`src/rtl/npc_pkg.sv`:
```
// Shared NPC core constants and basic datapath types.
package npc_pkg;

  localparam int unsigned XLEN = 32;
  localparam int unsigned NREG = 32;
  localparam int unsigned AW   = $clog2(NREG);

  typedef logic [AW-1:0]   reg_addr_t;
  typedef logic [XLEN-1:0] xword_t;

endpackage

```
`src/rtl/gpr_cell.sv`:
```
// One architectural register: data word plus its busy (pending result) flag.
module gpr_cell #(
  parameter int unsigned XLEN = npc_pkg::XLEN
) (
  input  logic            clk,
  input  logic            rst_n,
  input  logic            i_wen,
  input  logic [XLEN-1:0] i_wdata,
  input  logic            i_rsv,
  output logic [XLEN-1:0] o_data,
  output logic            o_busy
);

  logic [XLEN-1:0] r_data;
  logic            r_busy;

  always_ff @(posedge clk or negedge rst_n) begin
    if (!rst_n) begin
      r_data <= '0;
      r_busy <= 1'b0;
    end else begin
      if (i_wen) begin
        r_data <= i_wdata;
      end
      // A fresh reservation outranks the clear from a same-edge writeback.
      if (i_rsv) begin
        r_busy <= 1'b1;
      end else if (i_wen) begin
        r_busy <= 1'b0;
      end
    end
  end

  assign o_data = r_data;
  assign o_busy = r_busy;

endmodule

```
`src/rtl/gpr_file.sv`:
```
// General-purpose register file with busy-bit scoreboard, two combinational
// read ports, one write port and optional write-to-read bypass.
module gpr_file #(
  parameter int unsigned XLEN   = npc_pkg::XLEN,
  parameter int unsigned NREG   = npc_pkg::NREG,
  parameter int unsigned AW     = $clog2(NREG),
  parameter bit          BYPASS = 1'b1
) (
  input  logic            clk,
  input  logic            rst,
  input  logic [AW-1:0]   raddr1,
  input  logic [AW-1:0]   raddr2,
  output logic [XLEN-1:0] rdata1,
  output logic [XLEN-1:0] rdata2,
  output logic            rbusy1,
  output logic            rbusy2,
  input  logic            wen,
  input  logic [AW-1:0]   waddr,
  input  logic [XLEN-1:0] wdata,
  input  logic            rsv_en,
  input  logic [AW-1:0]   rsv_addr,
  output logic            rsv_ok,
  output logic            err
);

  // Every encodable address gets a slot; x0 and out-of-range slots are tied to zero.
  localparam int unsigned NSLOT = 32'(1) << AW;

  logic [XLEN-1:0] w_data [NSLOT];
  logic            w_busy [NSLOT];
  logic            w_wvalid;
  logic            w_rsv_ok;
  logic [XLEN-1:0] w_rdata1;
  logic [XLEN-1:0] w_rdata2;
  logic            w_rbusy1;
  logic            w_rbusy2;
  logic            r_err;

  assign w_wvalid = wen && (waddr != '0) && (32'(waddr) < NREG);

  for (genvar gi = 0; gi < int'(NSLOT); gi++) begin : g_slot
    if ((gi > 0) && (gi < int'(NREG))) begin : g_cell
      gpr_cell #(
        .XLEN (XLEN)
      ) u_cell (
        .clk     (clk),
        .rst_n   (rst),
        .i_wen   (wen && (waddr == AW'(gi))),
        .i_wdata (wdata),
        .i_rsv   (rsv_en && w_rsv_ok && (rsv_addr == AW'(gi))),
        .o_data  (w_data[gi]),
        .o_busy  (w_busy[gi])
      );
    end else begin : g_zero
      assign w_data[gi] = '0;
      assign w_busy[gi] = 1'b0;
    end
  end

  // Read ports, with same-cycle writeback forwarded when bypass is enabled.
  always_comb begin
    w_rdata1 = w_data[raddr1];
    w_rbusy1 = w_busy[raddr1];
    w_rdata2 = w_data[raddr2];
    w_rbusy2 = w_busy[raddr2];
    if (BYPASS && w_wvalid && (waddr == raddr1)) begin
      w_rdata1 = wdata;
      w_rbusy1 = 1'b0;
    end
    if (BYPASS && w_wvalid && (waddr == raddr2)) begin
      w_rdata2 = wdata;
      w_rbusy2 = 1'b0;
    end
  end

  // A register being written back this cycle may be re-reserved at the same edge.
  assign w_rsv_ok = !w_busy[rsv_addr] || (wen && (waddr == rsv_addr));

  always_ff @(posedge clk or negedge rst) begin
    if (!rst) begin
      r_err <= 1'b0;
    end else if (rsv_en && !w_rsv_ok) begin
      r_err <= 1'b1;
    end
  end

  assign rdata1 = w_rdata1;
  assign rdata2 = w_rdata2;
  assign rbusy1 = w_rbusy1;
  assign rbusy2 = w_rbusy2;
  assign rsv_ok = w_rsv_ok;
  assign err    = r_err;

endmodule

```
`config.mk`:
```
export PLATFORM = sky130hd
export DESIGN_NAME = gpr_file
export DESIGN_NICKNAME = d
export VERILOG_FILES = /design/src/rtl/npc_pkg.sv /design/src/rtl/gpr_cell.sv /design/src/rtl/gpr_file.sv
export SDC_FILE = /design/constraint.sdc
export NUM_CORES = 2
export LEC_CHECK = 0
export BUFFER_PORTS_ARGS = -buffer_cell sky130_fd_sc_hd__buf_2
export CAP_MARGIN = 20
export CORE_UTILIZATION = 67
export DETAILED_ROUTE_END_ITERATION = 10
export HOLD_SLACK_MARGIN = 0.06
export PLACE_DENSITY = 0.93
export SLEW_MARGIN = 20
export SYNTH_ARGS = -nofsm -noshare
export SYNTH_HDL_FRONTEND = slang
export SYNTH_HIERARCHICAL = 1
export SYNTH_SLANG_ARGS = --single-unit
export TNS_END_PERCENT = 5
```
`constraint.sdc`:
```
create_clock -name clk -period 3.8 [get_ports clk]
set_input_delay 0.38 -clock clk [delete_from_list [all_inputs] [get_ports clk]]
set_output_delay 0.38 -clock clk [all_outputs]
set_load 0.02 [all_outputs]
```
==> flow_summary_export.csv <==
group,metric,value,unit
routing,post-route-drc-count,0,
logic_synthesis,postSynthAreaPerCell,15.5,sq um
place,gp_congestion,0.920,
place,place.port_buffers,123,
sta,fin_hold_ws,262,ps
layout,final_area,65100,sq um
global_routing,overflow,0,
sta,finalSetupViolCount,1,
layout,fin_cells,5177,
hold_path,min_path_type,"in2reg",
clocking,clock_path_buffers,3,
floorplan,fp-row-count,109,
outcome,violations,"setup timing",
global_routing,grt_max_degree,133,
power,clkPwrFrac,31.1,%
clocking,cts_sinks,1024,
sta,max_freq,0.257,GHz
setup_path,ff2ff_setup_slack,1200,ps
power,p_per_area,535,nW/um^2
floorplan,die_x,303,um
logic_synthesis,syn_inst,3895,
sta,fin_worst_skew,17.4,ps
place,place_area,61500,sq um
flow_run,cap_viol_max_count,0,
setup_path,worstPathRequired,3420,ps
sta,fin_crit_sh,103,%
routing,wl,209,mm
clocking,path_clk_slew,70,ps
floorplan,io_pins,124,
floorplan,dieArea,91500,sq um
clocking,cts_root_buf,"clkbuf_16",
power,switchingPower,0.0106,W
routing,viasPerCell,8.37,
setup_path,arrival,3520,ps
power,p_sw_share,30.5,%
global_routing,grt_pass1_wl,309,mm
setup_path,end_kind,"primary output",
place,dp_hpwl,114,mm
power,p_seq_share,44.1,%
routing,final_antenna_net_count,0,
logic_synthesis,synth_nets,3951,
logic_synthesis,yosys_warnings,6,
clocking,cts_buffers,104,
floorplan,die_h,303,um
sta,slew_headroom,30.4,%
power,ir_drop,0.401,mV
global_routing,grt.total_usage,46.3,%
logic_synthesis,synth_seq_cells,1024,
global_routing,antenna_found_initial,13,
routing,vias,43400,
power,intPower,0.0242,W
logic_synthesis,synth_flop_cell,"dfrtp_1",
layout,final_nets,3975,
logic_synthesis,netlist_area,60500,sq um
logic_synthesis,synthArstFlopShare,100,%
layout,area_delta_synth_final,7.58,%
sta,hold_viol_final,0,
layout,drive_gt1_share,51.5,%
logic_synthesis,synth_cell_types,56,
clocking,clock_latency,720,ps
layout,fin_util,73.2,%
power,comb_power_share,24.8,%
place,dp.cells,4973,
logic_synthesis,synth-edff-count,0,
sta,worstMarginPinSlew,1040,ps
power,p_leak,28.4,nW
global_routing,grt_pass1_vias,45600,
clocking,ctsHtreeMaxLevel,3,
sta,grt_setup_unrepaired,"no",
sta,period_needed,3900,ps
floorplan,core,88900,sq um
sta,fin_ws,-97.7,ps
setup_path,critPathLaunchType,"primary input",
setup_path,worst-path-max-fanout,16,
setup_path,path_class,"in2out",
outcome,status,"finished with violations",
sta,drv_slew,0,
floorplan,start_util,68.1,%
routing,drtIter0Drc,7192,
power,total_power,0.0348,W
routing,wire_per_inst,40.5,um
logic_synthesis,yosysSeqAreaShare,42.3,%
clocking,cts_tree,"done",
routing,drtPass1Iterations,9,
[path summary, 6_finish.rpt]
kind | startpoint | end | cells after the start
min in group asynchronous | rst | g_slot[2].g_cell.u_cell/o_data[15] | 2
max in group asynchronous | rst | g_slot[9].g_cell.u_cell/o_data[23] | 4
hold reg to reg | err | err | 1
setup / recovery | raddr1[3] | rdata1[17] | 8
hold / removal | rsv_addr[4] | g_slot[26].g_cell.u_cell/o_busy | 4
setup reg to reg | g_slot[2].g_cell.u_cell/o_busy | g_slot[27].g_cell.u_cell/o_busy | 8
[layer usage]
metal  wire (um)  global-route usage [%]  up-vias
met1       65700                    54.2    21600
met4       21700                    36.4       14
met2       89200                    65.7     4764
met5         172                   0.621        -
li1            -                       -    15200
met3       32600                    22.0     1816
[through the flow]
stage / TNS, ps / worst slack (ps)
floorplan: 0 / 1200
global placement: 0 / 370
detailed placement: 0 / 301
CTS: 0 / 255
global route: 0 / 103
finish: -97.7 / -97.7
[flip-flops by register name, summed over array words and instances (netlist names)]
register and cells:
g_slot.g_cell.u_cell/o_busy 31, err 1, g_slot.g_cell.u_cell/o_data 992
[cell families after synthesis]
family,count (synthesis),synth area share (%)
xor+xnor,15,0.217
buf+inv,410,5.61
flops,1024,42.3
mux,1603,42.9
compound gates,598,6.98
simple gates,245,1.99
[power groups by stage]
stage               sequential [W]  combinational [W]  clock (W)
floorplan                   0.0143            0.00628          0
global placement            0.0148            0.00767          0
detailed placement          0.0150            0.00806          0
CTS                         0.0151            0.00836     0.0107
global route                0.0154            0.00888     0.0112
finish                      0.0153            0.00862     0.0108
[cells in the mapped netlist (all sizes together) (5+ instances only)]
cell type / instances / area [sq um]
nor3: 5 / 25.0
o221ai: 30 / 263
a22o: 30 / 263
a21oi: 100 / 500
dfrtp: 1024 / 25600
o221a: 28 / 315
nor2b: 10 / 62.6
nor2: 129 / 484
xor2: 8 / 70.1
mux2: 1093 / 15700
a221oi: 33 / 289
nand2: 20 / 75.1
a22oi: 31 / 233
nand3: 13 / 65.1
clkbuf: 153 / 574
o21ai: 60 / 300
a31oi: 31 / 194
nand2b: 13 / 81.3
buf: 225 / 2700
mux4: 412 / 9280
o2bb2ai: 29 / 254
a21o: 59 / 443
a211oi: 55 / 413
mux2i: 98 / 981
inv: 32 / 120
xnor2: 7 / 61.3
a2111oi: 6 / 71.3
o22ai: 96 / 601
nand3b: 34 / 255
[cell type report]
class,count,area (sq um)
clock buffers,146,3030
diodes,10,25.0
multi-input cells,2461,31800
clock inverters,43,467
repair buffers,296,2550
inverters,32,120
fillers,4626,23800
well taps,1165,1460
flip-flops and latches,1024,25600
[critical path, stage by stage]
cell and delay (ps):
buf_2 620, nand2_2 710, buf_4 420, o22ai_1 560
a211oi_1 170, a21oi_1 350, a21oi_1 110, buf_2 170
[placed cells by master, fill, tap and decap left out, types with 55 or more instances in the layout]
master and n:
mux2i_1 97, buf_2 113, mux2_2 194, o22ai_1 96, mux4_2 412, o21ai_0 60, dfrtp_1 1024, clkbuf_16 106
a21o_1 59, mux2_4 899, buf_4 128, a211oi_1 55, a21oi_1 99, nor2_1 98
[timing repair]
action | 4_1_cts | 5_1_grt
gates resized for setup | 0 | 2
hold buffers | 2 | 0
endpoints found under the setup margin | 0 | 1
endpoints found under the hold margin | 56 | 0
buffers inserted | 0 | 0
Note: power is estimated with default switching activity, not from simulation.
